## src/rtl/hazard_stall_controller_if.sv

```systemverilog
// hazard_stall_controller_if
//   Bundles the pipeline hazard inputs, the front-end control outputs and the
//   status/performance outputs of hazard_stall_controller.
//   master : the pipeline side. It drives the stage control bits, register
//            addresses, branch info and ext_stall, and observes the outputs.
//   slave  : the controller side. It drives PCWrite, IFIDWrite, Bolha,
//            Flush, state, stall_cycles and flush_cycles.
interface hazard_stall_controller_if #(
   parameter int REG_W = 5
);
   logic             IDEX_RegWrite;
   logic             IDEX_MemRead;
   logic             EXMEM_MemRead;
   logic [REG_W-1:0] IDEX_RegisterRd;
   logic [REG_W-1:0] EXMEM_RegisterRd;
   logic [REG_W-1:0] IFID_Register1;
   logic [REG_W-1:0] IFID_Register2;
   logic             branch;
   logic             jalr;
   logic             Jump;
   logic             predicted;
   logic             ext_stall;
   logic             PCWrite;
   logic             IFIDWrite;
   logic             Bolha;
   logic             Flush;
   logic [1:0]       state;
   logic [31:0]      stall_cycles;
   logic [31:0]      flush_cycles;

   modport master (
      output IDEX_RegWrite, IDEX_MemRead, EXMEM_MemRead,
             IDEX_RegisterRd, EXMEM_RegisterRd, IFID_Register1, IFID_Register2,
             branch, jalr, Jump, predicted, ext_stall,
      input  PCWrite, IFIDWrite, Bolha, Flush, state, stall_cycles, flush_cycles
   );

   modport slave (
      input  IDEX_RegWrite, IDEX_MemRead, EXMEM_MemRead,
             IDEX_RegisterRd, EXMEM_RegisterRd, IFID_Register1, IFID_Register2,
             branch, jalr, Jump, predicted, ext_stall,
      output PCWrite, IFIDWrite, Bolha, Flush, state, stall_cycles, flush_cycles
   );
endinterface

```

## src/rtl/hazard_stall_controller.sv

```systemverilog
// hazard_stall_controller
//   Registered hazard/flush controller for the RV32I pipeline. Detects
//   ALU->branch/JALR, load->branch/JALR, load-use and misprediction hazards,
//   and holds a stall (bubbles) or a front-end flush for a parametrised
//   number of cycles with a down-counting FSM. ext_stall freezes everything.
//   Ports:
//     clk   : rising-edge clock
//     rst_n : asynchronous active-low reset
//     hz    : hazard_stall_controller_if.slave (hazard inputs, PCWrite,
//             IFIDWrite, Bolha, Flush, state, stall_cycles, flush_cycles)
module hazard_stall_controller #(
   parameter int REG_W            = 5,
   parameter int LOAD_USE_STALL   = 1,
   parameter int BRANCH_DEP_STALL = 1,
   parameter int MISPREDICT_FLUSH = 1,
   parameter int CNT_W            = 4
) (
   input  logic                       clk,
   input  logic                       rst_n,
   hazard_stall_controller_if.slave   hz
);

   typedef enum logic [1:0] {
      RUN   = 2'd0,
      STALL = 2'd1,
      FLUSH = 2'd2
   } state_t;

   localparam logic [CNT_W-1:0] N_LOAD_BR = CNT_W'(LOAD_USE_STALL + BRANCH_DEP_STALL);
   localparam logic [CNT_W-1:0] N_BR_DEP  = CNT_W'(BRANCH_DEP_STALL);
   localparam logic [CNT_W-1:0] N_LOAD_US = CNT_W'(LOAD_USE_STALL);
   localparam logic [CNT_W-1:0] N_FLUSH   = CNT_W'(MISPREDICT_FLUSH);
   localparam logic [CNT_W-1:0] CNT_ONE   = CNT_W'(1);

   state_t           state_q, state_d;
   logic [CNT_W-1:0] cnt_q, cnt_d;
   logic [31:0]      stall_cycles_q, stall_cycles_d;
   logic [31:0]      flush_cycles_q, flush_cycles_d;

   logic             idex_match;
   logic             exmem_match;
   logic             br_any;
   logic             req_a, req_b, req_c, req_d;
   logic             hazard;
   logic [CNT_W-1:0] n_sel;
   logic             mispredict;

   logic             pc_write;
   logic             ifid_write;
   logic             bolha;
   logic             flush;

   // Hazard request decode
   always_comb begin
      idex_match  = (hz.IDEX_RegisterRd != '0) &&
                    ((hz.IDEX_RegisterRd == hz.IFID_Register1) ||
                     (hz.IDEX_RegisterRd == hz.IFID_Register2));
      exmem_match = (hz.EXMEM_RegisterRd != '0) &&
                    ((hz.EXMEM_RegisterRd == hz.IFID_Register1) ||
                     (hz.EXMEM_RegisterRd == hz.IFID_Register2));
      br_any      = hz.branch | hz.jalr;
      req_a       = hz.IDEX_MemRead  & idex_match  & br_any;
      req_b       = hz.IDEX_RegWrite & idex_match  & br_any;
      req_c       = hz.EXMEM_MemRead & exmem_match & br_any;
      req_d       = hz.IDEX_MemRead  & idex_match;
      hazard      = req_a | req_b | req_c | req_d;
      mispredict  = hz.predicted ^ hz.Jump;

      // Largest bubble count among the active requests wins
      n_sel = '0;
      if (req_a && (N_LOAD_BR > n_sel)) n_sel = N_LOAD_BR;
      if (req_b && (N_BR_DEP  > n_sel)) n_sel = N_BR_DEP;
      if (req_c && (N_BR_DEP  > n_sel)) n_sel = N_BR_DEP;
      if (req_d && (N_LOAD_US > n_sel)) n_sel = N_LOAD_US;
   end

   // Next-state and output logic
   always_comb begin
      state_d    = state_q;
      cnt_d      = cnt_q;
      pc_write   = 1'b0;
      ifid_write = 1'b0;
      bolha      = 1'b0;
      flush      = 1'b0;

      // Outputs are forced low while reset is held
      if (rst_n && !hz.ext_stall) begin
         unique case (state_q)
            STALL: begin
               bolha = 1'b1;
               if (cnt_q == CNT_ONE) begin
                  state_d = RUN;
                  cnt_d   = '0;
               end else begin
                  cnt_d   = cnt_q - CNT_ONE;
               end
            end
            FLUSH: begin
               flush      = 1'b1;
               pc_write   = 1'b1;
               ifid_write = 1'b1;
               if (cnt_q == CNT_ONE) begin
                  state_d = RUN;
                  cnt_d   = '0;
               end else begin
                  cnt_d   = cnt_q - CNT_ONE;
               end
            end
            default: begin
               if (hazard) begin
                  bolha = 1'b1;
                  // This cycle is the first bubble; the remainder is counted in STALL
                  if (n_sel > CNT_ONE) begin
                     state_d = STALL;
                     cnt_d   = n_sel - CNT_ONE;
                  end
               end else if (mispredict) begin
                  flush      = 1'b1;
                  pc_write   = 1'b1;
                  ifid_write = 1'b1;
                  if (N_FLUSH > CNT_ONE) begin
                     state_d = FLUSH;
                     cnt_d   = N_FLUSH - CNT_ONE;
                  end
               end else begin
                  pc_write   = 1'b1;
                  ifid_write = 1'b1;
               end
            end
         endcase
      end

      // Frozen cycles drive Bolha/Flush low, so the counters hold naturally
      stall_cycles_d = stall_cycles_q + 32'(bolha);
      flush_cycles_d = flush_cycles_q + 32'(flush);
   end

   always_ff @(posedge clk or negedge rst_n) begin
      if (!rst_n) begin
         state_q        <= RUN;
         cnt_q          <= '0;
         stall_cycles_q <= '0;
         flush_cycles_q <= '0;
      end else begin
         state_q        <= state_d;
         cnt_q          <= cnt_d;
         stall_cycles_q <= stall_cycles_d;
         flush_cycles_q <= flush_cycles_d;
      end
   end

   assign hz.PCWrite      = pc_write;
   assign hz.IFIDWrite    = ifid_write;
   assign hz.Bolha        = bolha;
   assign hz.Flush        = flush;
   assign hz.state        = state_q;
   assign hz.stall_cycles = stall_cycles_q;
   assign hz.flush_cycles = flush_cycles_q;

endmodule

```

## src/flat_wrapper.sv

```systemverilog
// flat-port wrapper written by rule: the top's interface ports become plain ports
module hazard_stall_controller_flat 
#(
   parameter int REG_W            = 5,
   parameter int LOAD_USE_STALL   = 1,
   parameter int BRANCH_DEP_STALL = 1,
   parameter int MISPREDICT_FLUSH = 1,
   parameter int CNT_W            = 4
)
  (clk, rst_n, hz_IDEX_RegWrite, hz_IDEX_MemRead, hz_EXMEM_MemRead, hz_IDEX_RegisterRd, hz_EXMEM_RegisterRd, hz_IFID_Register1, hz_IFID_Register2, hz_branch, hz_jalr, hz_Jump, hz_predicted, hz_ext_stall, hz_PCWrite, hz_IFIDWrite, hz_Bolha, hz_Flush, hz_state, hz_stall_cycles, hz_flush_cycles);
  hazard_stall_controller_if #(.REG_W(REG_W)) hz_i ();
  input  logic clk;
  input  logic rst_n;
  input wire logic [$bits(hz_i.IDEX_RegWrite)-1:0] hz_IDEX_RegWrite;
  input wire logic [$bits(hz_i.IDEX_MemRead)-1:0] hz_IDEX_MemRead;
  input wire logic [$bits(hz_i.EXMEM_MemRead)-1:0] hz_EXMEM_MemRead;
  input wire logic [$bits(hz_i.IDEX_RegisterRd)-1:0] hz_IDEX_RegisterRd;
  input wire logic [$bits(hz_i.EXMEM_RegisterRd)-1:0] hz_EXMEM_RegisterRd;
  input wire logic [$bits(hz_i.IFID_Register1)-1:0] hz_IFID_Register1;
  input wire logic [$bits(hz_i.IFID_Register2)-1:0] hz_IFID_Register2;
  input wire logic [$bits(hz_i.branch)-1:0] hz_branch;
  input wire logic [$bits(hz_i.jalr)-1:0] hz_jalr;
  input wire logic [$bits(hz_i.Jump)-1:0] hz_Jump;
  input wire logic [$bits(hz_i.predicted)-1:0] hz_predicted;
  input wire logic [$bits(hz_i.ext_stall)-1:0] hz_ext_stall;
  output wire logic [$bits(hz_i.PCWrite)-1:0] hz_PCWrite;
  output wire logic [$bits(hz_i.IFIDWrite)-1:0] hz_IFIDWrite;
  output wire logic [$bits(hz_i.Bolha)-1:0] hz_Bolha;
  output wire logic [$bits(hz_i.Flush)-1:0] hz_Flush;
  output wire logic [$bits(hz_i.state)-1:0] hz_state;
  output wire logic [$bits(hz_i.stall_cycles)-1:0] hz_stall_cycles;
  output wire logic [$bits(hz_i.flush_cycles)-1:0] hz_flush_cycles;
  assign hz_i.IDEX_RegWrite = hz_IDEX_RegWrite;
  assign hz_i.IDEX_MemRead = hz_IDEX_MemRead;
  assign hz_i.EXMEM_MemRead = hz_EXMEM_MemRead;
  assign hz_i.IDEX_RegisterRd = hz_IDEX_RegisterRd;
  assign hz_i.EXMEM_RegisterRd = hz_EXMEM_RegisterRd;
  assign hz_i.IFID_Register1 = hz_IFID_Register1;
  assign hz_i.IFID_Register2 = hz_IFID_Register2;
  assign hz_i.branch = hz_branch;
  assign hz_i.jalr = hz_jalr;
  assign hz_i.Jump = hz_Jump;
  assign hz_i.predicted = hz_predicted;
  assign hz_i.ext_stall = hz_ext_stall;
  assign hz_PCWrite = hz_i.PCWrite;
  assign hz_IFIDWrite = hz_i.IFIDWrite;
  assign hz_Bolha = hz_i.Bolha;
  assign hz_Flush = hz_i.Flush;
  assign hz_state = hz_i.state;
  assign hz_stall_cycles = hz_i.stall_cycles;
  assign hz_flush_cycles = hz_i.flush_cycles;
  hazard_stall_controller #(.REG_W(REG_W), .LOAD_USE_STALL(LOAD_USE_STALL), .BRANCH_DEP_STALL(BRANCH_DEP_STALL), .MISPREDICT_FLUSH(MISPREDICT_FLUSH), .CNT_W(CNT_W)) u_core (.clk(clk), .rst_n(rst_n), .hz(hz_i));
endmodule
```

## config.mk

```make
export PLATFORM = sky130hd
export DESIGN_NAME = hazard_stall_controller_flat
export DESIGN_NICKNAME = d
export VERILOG_FILES = /design/src/rtl/hazard_stall_controller_if.sv /design/src/rtl/hazard_stall_controller.sv /design/src/flat_wrapper.sv
export SDC_FILE = /design/constraint.sdc
export NUM_CORES = 1
export LEC_CHECK = 0
export CAP_MARGIN = 20
export CELL_PAD_IN_SITES_DETAIL_PLACEMENT = 1
export CELL_PAD_IN_SITES_GLOBAL_PLACEMENT = 1
export CORE_AREA = 2 2 106 108
export DETAILED_ROUTE_END_ITERATION = 16
export DIE_AREA = 0 0 108 110
export MAX_ROUTING_LAYER = met4
export PLACE_DENSITY_LB_ADDON = 0.2
export SETUP_SLACK_MARGIN = 0.05
export SYNTH_ARGS = -nofsm -noshare
export SYNTH_HDL_FRONTEND = slang
export SYNTH_SLANG_ARGS = --single-unit
```

## constraint.sdc

```tcl
create_clock -name clk -period 2.4 [get_ports clk]
set_input_delay 0.48 -clock clk [delete_from_list [all_inputs] [get_ports clk]]
set_output_delay 0.48 -clock clk [all_outputs]
set_load 0.02 [all_outputs]
```

; ---- Word level (Yosys, flattened, before mapping)
; Index checks and enable logic that the tools add are counted.
[classes]
n_addsub = 4
magnitude_cmp = 4
n_eq_ne = 8
n_mux = 22
bitwise = 11
n_reduce_logical = 16
[op_table]
columns = operator, count
row1 = adder 32 x 1 -> 32 bit, 2
row2 = 2-to-1 mux 4 bit, 7
row3 = equality test 5 bit, 4
row4 = "greater-than comparator 1 x 4 -> 1 bit, first input constant", 3
row5 = 2-to-1 mux 2 bit, 5
row6 = nonzero test 5 bit, 2
row7 = "subtractor 4 x 1 -> 4 bit, second input constant", 2
row8 = 2-to-1 mux 1 bit, 7
row9 = AND 1 bit, 6
row10 = logical AND 1 bit, 6
row11 = case mux 1 bit (2 select lines), 3
row12 = "equality test 4 x 1 -> 1 bit, second input constant", 1
row13 = "greater-than comparator 4 x 1 -> 1 bit, second input constant", 1
row14 = bitwise OR 1 bit, 4
row15 = AND reduction 4 bit, 1
row16 = nonzero test 2 bit, 2
row17 = AND reduction 3 bit, 1
row18 = "equality test 2 x 1 -> 1 bit, second input constant", 1
row19 = "equality test 2 bit, second input constant", 1
row20 = logical OR 1 bit, 2
row21 = "!= test 2 x 1 -> 1 bit, second input constant", 1
row22 = OR reduction 2 bit, 1
row23 = zero test 1 bit, 1
row24 = bitwise XOR 1 bit, 1
[totals]
reg_bits = 70
in_bits = 30
out_inout_bits = 70
word_cells = 69

; ---- Logic depth before layout (Yosys ltp)
[logic_depth]
depth_word = 19
ltp_mapped = 12
depth_no_buf = 12

; ---- Worst setup path before layout
; Ideal clock, no wire load.
[synth_path]
path_type = input to register
startpoint = input hz_IDEX_RegisterRd[0]
endpoint = register u_core.flush_cycles_q[26] (netlist: u_core.hz.flush_cycles[26])
setup_time_ps = 130
arrival_time_ps = 3523
required_time_ps = 2270
setup_slack_ps = -1253
cell_stages = 11
cell_sequence = or4_1 > nor2_1 > nor3_1 > nor4_1 > ha_1 > ha_1 > nand3_1 > nor2_1 > and3_1 > nand2_1 > xnor2_1
[synth_via]
elab_chain_cells = 12
[synth_lines]
columns = element, line_no
row1 = "start, declared", flat_wrapper.sv:17  ; input wire logic [$bits(hz_i.IDEX_RegisterRd)-1:0] hz_IDEX_RegisterRd;
row2 = equality test 5 bit (on tied branches), "hazard_stall_controller.sv:56, hazard_stall_controller.sv:57"
row3 = logical OR 1 bit, hazard_stall_controller.sv:56  ; ((hz.IDEX_RegisterRd == hz.IFID_Register1) ||
row4 = logical AND 1 bit (*), hazard_stall_controller.sv:55  ; idex_match = (hz.IDEX_RegisterRd != '0) &&
row5 = AND 1 bit (on tied branches), "hazard_stall_controller.sv:62, hazard_stall_controller.sv:65, hazard_stall_controller.sv:63"
row6 = AND 1 bit (on tied branches), "hazard_stall_controller.sv:62, hazard_stall_controller.sv:63"
row7 = bitwise OR 1 bit (2 in series), hazard_stall_controller.sv:66  ; hazard = req_a | req_b | req_c | req_d;
row8 = bitwise OR 1 bit (*), hazard_stall_controller.sv:66
row9 = 2-to-1 mux 1 bit (*), hazard_stall_controller.sv:110  ; if (hazard) begin
row10 = case mux 1 bit (2 select lines) (*), hazard_stall_controller.sv:88  ; unique case (state_q)
row11 = 2-to-1 mux 1 bit (*), hazard_stall_controller.sv:87  ; if (rst_n && !hz.ext_stall) begin
row12 = named net hz_Flush, flat_wrapper.sv:29  ; output wire logic [$bits(hz_i.Flush)-1:0] hz_Flush;
row13 = adder 32 x 1 -> 32 bit (*), hazard_stall_controller.sv:135  ; flush_cycles_d = flush_cycles_q + 32'(flush);
row14 = named net u_core.flush_cycles_d[26], hazard_stall_controller.sv:38  ; logic [31:0] flush_cycles_q, flush_cycles_d;
row15 = "end signal, assigned", hazard_stall_controller.sv:148  ; flush_cycles_q <= flush_cycles_d;
row16 = "end, declared", hazard_stall_controller.sv:38
; The timed path passes the listed nets; every way through them passes the cells marked *.
; A chain may end at the register's enable or synchronous reset.

; ---- Worst setup path after layout
[layout_path]
startpoint = input hz_IFID_Register1[1]
endpoint = register u_core.stall_cycles_q[26] (netlist: u_core.hz.stall_cycles[26])
[layout_via]
elab_chain_cells = 12
[layout_lines]
columns = element, line_no
row1 = "start, declared", flat_wrapper.sv:19  ; input wire logic [$bits(hz_i.IFID_Register1)-1:0] hz_IFID_Register1;
row2 = equality test 5 bit, hazard_stall_controller.sv:56
row3 = logical OR 1 bit, hazard_stall_controller.sv:56
row4 = logical AND 1 bit, hazard_stall_controller.sv:55
row5 = AND 1 bit (on tied branches), "hazard_stall_controller.sv:62, hazard_stall_controller.sv:65, hazard_stall_controller.sv:63"
row6 = AND 1 bit (on tied branches), "hazard_stall_controller.sv:62, hazard_stall_controller.sv:63"
row7 = bitwise OR 1 bit (2 in series), hazard_stall_controller.sv:66
row8 = bitwise OR 1 bit (*), hazard_stall_controller.sv:66
row9 = 2-to-1 mux 1 bit (*), hazard_stall_controller.sv:110
row10 = case mux 1 bit (2 select lines) (*), hazard_stall_controller.sv:88
row11 = 2-to-1 mux 1 bit (*), hazard_stall_controller.sv:87
row12 = adder 32 x 1 -> 32 bit (*), hazard_stall_controller.sv:134  ; stall_cycles_d = stall_cycles_q + 32'(bolha);
row13 = named net u_core.stall_cycles_d[26], hazard_stall_controller.sv:37  ; logic [31:0] stall_cycles_q, stall_cycles_d;
row14 = "end signal, assigned", hazard_stall_controller.sv:147  ; stall_cycles_q <= stall_cycles_d;
row15 = "end, declared", hazard_stall_controller.sv:37
; Marked as above.

==> metrics.txt <==
# TYPE chip_impl_metric gauge
chip_impl_metric{name="groute.usage.overall",unit="%"} 18.02
chip_impl_metric{name="chipHeight",unit="µm"} 110
chip_impl_metric{name="first_global_vias",unit=""} 3364
chip_impl_metric{name="die_area",unit="µm²"} 11880
chip_impl_metric{name="finalSetupTns",unit="ns"} -11.18
chip_impl_info{name="violated_checks",value="negative setup slack"} 1
chip_impl_metric{name="routed_wire_length_per_instance",unit="µm"} 16.06
chip_impl_metric{name="timing_max_transition_violations_final",unit=""} 0
chip_impl_metric{name="die_w",unit="µm"} 108
chip_impl_metric{name="cts.reportedPaths.clkPinSlew",unit="ns"} 0.07
chip_impl_metric{name="cts_htree_levels",unit=""} 3
chip_impl_metric{name="ir_drop",unit="mV"} 0.2379
chip_impl_metric{name="finalClockSkew",unit="ns"} 0.008035
chip_impl_info{name="yosys-top-cells-area",value="dfrtp_1, xnor2_1, xor2_1"} 1
chip_impl_metric{name="grt_first_pass_wirelength",unit="µm"} 16210
chip_impl_metric{name="vias",unit=""} 3173
chip_impl_metric{name="worst_skew_pair.late_latency",unit="ns"} 0.35
chip_impl_info{name="crit_type",value="input port to register"} 1
chip_impl_metric{name="gpl.final_weighted_congestion",unit=""} 0.8072
chip_impl_metric{name="maxCapViolations",unit=""} 0
chip_impl_metric{name="antenna_cells_inserted",unit=""} 0
chip_impl_metric{name="critPathMaxFanout",unit=""} 4
chip_impl_metric{name="clock_sink_count",unit=""} 69
chip_impl_metric{name="design_power_total",unit="mW"} 2.926
chip_impl_metric{name="ctsLongestPathBuffers",unit=""} 2
chip_impl_metric{name="synth_async_sr_flop_share",unit="%"} 100.0
chip_impl_metric{name="postCtsHoldBufs",unit=""} 0
chip_impl_metric{name="synth_area_per_cell",unit="µm²"} 10.30
chip_impl_metric{name="fp-row-count",unit=""} 38
chip_impl_metric{name="timing.final.ws_setup",unit="ns"} -0.3616
chip_impl_metric{name="detail_route.first_pass.iterations",unit=""} 4
chip_impl_metric{name="placed_area",unit="µm²"} 5014
chip_impl_metric{name="dp.final_hpwl",unit="µm"} 7111
chip_impl_metric{name="synth.top_cell.area_share",unit="%"} 49.43
chip_impl_info{name="critical_path.slowest_cell",value="and4_4"} 1
chip_impl_metric{name="placedCellCount",unit=""} 607
chip_impl_metric{name="grt_start_max_net_pins",unit=""} 71
chip_impl_metric{name="placeableCoreArea",unit="µm²"} 10700
chip_impl_info{name="dominant_register_cell_in_the_synthesized_netlist",value="dfrtp_1"} 1
chip_impl_metric{name="worstPathArrival",unit="ns"} 3.00
chip_impl_metric{name="synth.yosys.seq_area_share",unit="%"} 49.43
chip_impl_info{name="holdCritPathClass",value="input port to asynchronous set/reset pin"} 1
chip_impl_metric{name="instances_no_fill",unit=""} 650
chip_impl_metric{name="ys_warn_count",unit=""} 0
chip_impl_metric{name="drt_iter0_markers",unit=""} 122
chip_impl_metric{name="maximum_clock_frequency",unit="GHz"} 0.3621
chip_impl_metric{name="grt_antenna_before_repair",unit=""} 0
chip_impl_metric{name="detail_route.vias_per_cell",unit=""} 4.882
chip_impl_metric{name="ff_latch_area",unit="µm²"} 1727
chip_impl_metric{name="nets",unit=""} 543
chip_impl_metric{name="power_density",unit="nW/µm²"} 493.3
chip_impl_metric{name="syn_inst",unit=""} 339
chip_impl_metric{name="pin_count",unit=""} 100
chip_impl_info{name="cts_root_buffer",value="clkbuf_8"} 1
chip_impl_metric{name="final-setup-viol-count",unit=""} 55
chip_impl_info{name="run_status",value="finished, violations left"} 1
chip_impl_info{name="post-synth-top-area-cell",value="dfrtp_1"} 1
chip_impl_metric{name="max_slew.worst_pin.slew",unit="ns"} 0.9040
chip_impl_metric{name="crit_required",unit="ns"} 2.64
chip_impl_metric{name="gr-total-overflow",unit=""} 0
chip_impl_metric{name="drive_above_1_share",unit="%"} 39.61
chip_impl_metric{name="slew_headroom",unit="%"} 39.73
chip_impl_metric{name="drc",unit=""} 0
chip_impl_metric{name="period_minus_slack",unit="ns"} 2.762
chip_impl_info{name="critical_path.endpoint_type",value="register"} 1
chip_impl_info{name="rsz0062_at_grt",value="true"} 1
chip_impl_metric{name="layout-area-overhead-vs-synth",unit="%"} 69.77
chip_impl_metric{name="place.port_buffers",unit=""} 98
chip_impl_metric{name="final_util",unit="%"} 55.44
chip_impl_info{name="crit_path_cell_trace",value="clkdlybuf4s15_1 -> xnor2_1 -> nand2_1 -> o22a_1 -> nor3_4 -> o31a_1 -> ha_2 -> buf_6 -> ha_4 -> nand4_1 -> nor3_2 -> and4_4 -> nand4_1 -> xnor2_1"} 1
chip_impl_metric{name="fill_cells",unit=""} 1158
chip_impl_metric{name="synth.lib_cells_used.distinct",unit=""} 44
chip_impl_metric{name="cellLeakagePower",unit="nW"} 2.574
chip_impl_metric{name="floorplan.initialDensity",unit="%"} 32.65
chip_impl_metric{name="number_of_synthesized_flops_with_an_enable_pin",unit=""} 0
chip_impl_metric{name="critical_path.max_stage_delay",unit="ns"} 0.29
chip_impl_metric{name="cts_buffers",unit=""} 9
chip_impl_metric{name="stdcell_area",unit="µm²"} 5931
chip_impl_metric{name="minimum_setup_slack_after_placement",unit="ns"} -1.235
chip_impl_metric{name="synth_nets",unit=""} 376
chip_impl_info{name="critical_path.startpoint_type",value="input port"} 1
chip_impl_metric{name="synth_seq_cells",unit=""} 69
chip_impl_info{name="tritoncts",value="done"} 1
chip_impl_metric{name="wirelength",unit="µm"} 10440
chip_impl_metric{name="multi_input_area",unit="µm²"} 2298
chip_impl_metric{name="final-hold-violation-count",unit=""} 0
chip_impl_metric{name="worst_hold_slack",unit="ns"} 0.3939
chip_impl_metric{name="syn-cell-area",unit="µm²"} 3493
chip_impl_metric{name="post_route_clock_period_utilization",unit="%"} 115.1
chip_impl_metric{name="route.antenna.remaining_nets",unit=""} 0
==> power by group <==
part	switching [mW]	total (mW)	internal (mW)
registers	0.116	1.36	1.25
clock network	0.429	0.883	0.454
logic	0.332	0.679	0.347
==> synthesized netlist by cell type (all sizes together) (2+ instances only) <==
cell / count
nand4: 16
o31ai: 2
or4: 2
nand3: 17
xnor2: 57
buf: 3
nor2b: 3
nand2b: 2
o211ai: 2
and3: 8
nor3: 14
o21ai: 5
clkbuf: 3
o311ai: 3
dfrtp: 69
xor2: 24
and2: 5
and4: 5
ha: 7
nor4: 3
a21oi: 3
nand2: 38
or2: 3
nor2: 20
inv: 10
==> what timing repair did <==
item / in CTS / in global routing
buffers inserted: 19 / 13
endpoints found under the setup margin: 67 / 67
resized for setup: 170 / 71
pin swaps: 61 / 47
==> worst paths after layout <==
path	to	cells after the start	start	slack [ns]
worst max register to register	u_core.hz.stall_cycles[26]	10	u_core.hz.state[0]	0.29
min in group clk	u_core.hz.flush_cycles[31]	1	u_core.hz.flush_cycles[31]	0.48
worst min-delay path	u_core.hz.stall_cycles[19]	2	rst_n	0.39
worst max-delay path	u_core.hz.stall_cycles[26]	14	hz_IFID_Register1[1]	-0.36
max in group asynchronous	u_core.hz.flush_cycles[0]	2	rst_n	1.42
worst min register to register	u_core.hz.flush_cycles[31]	1	u_core.hz.flush_cycles[31]	0.48
==> registers in the layout (all words and copies together) (netlist names) <==
name                    flops
u_core.hz.flush_cycles     32
u_core.cnt_q                4
u_core.hz.state             1
u_core.hz.stall_cycles     32
==> placed cells by master, fill, tap and decap left out, drive strengths merged, types with 2 or more instances in the layout <==
cell type / count
dlymetal6s2s: 2
o31ai: 2
dfrtp: 69
nand3: 17
or2: 3
nand2b: 2
o21ai: 5
inv: 10
o311ai: 3
o211ai: 2
nor4: 3
clkdlybuf4s15: 3
nor2: 20
xnor2: 57
a21oi: 3
nor3: 14
and3: 8
and4: 5
or4: 2
and2: 5
nor2b: 3
clkdlybuf4s50: 71
nand4: 16
ha: 7
nand2: 38
xor2: 24
clkbuf: 17
buf: 83
==> final cells by class <==
cell class,instances,area share (%)
clock buffers,14,2.911
clock inverters,1,0.08439
inverters,10,0.6329
multi-input cells,254,38.76
flip-flops and latches,69,29.11
well taps,140,2.954
repair buffers,162,25.55
==> cell families (layout without fill, tap and decap cells) <==
family	Yosys count	in the layout	synth area share, %
and+or+nand+nor	139	139	20.34
xor gates and xnor gates	81	81	20.31
DFF	69	69	49.43
AOI/OAI and AO/OA	26	26	5.337
buffers and inverters	16	187	1.970
adders and majority gates	7	7	2.507
other	1	1	0.1073
==> worst max-delay path, delay by kind of cell <==
| family | cells | cell delay (ns) |
|---|---|---|
| xor+xnor | 2 | 0.35 |
| fa+ha+maj | 2 | 0.33 |
| compound gates | 2 | 0.47 |
| simple gates | 6 | 1.04 |
| buf+inv | 2 | 0.33 |
==> metal layers <==
metal,global-route usage (%),vias to the layer above,part of all wire [%],routed length (µm)
met5,-,-,0,0
met4,7.692,0,2.2,231
met3,3.292,16,3.5,370
met2,30.86,74,53,5499
met1,20.87,1580,42,4340
li1,-,1503,-,-
(Power assumes the default switching activity.)
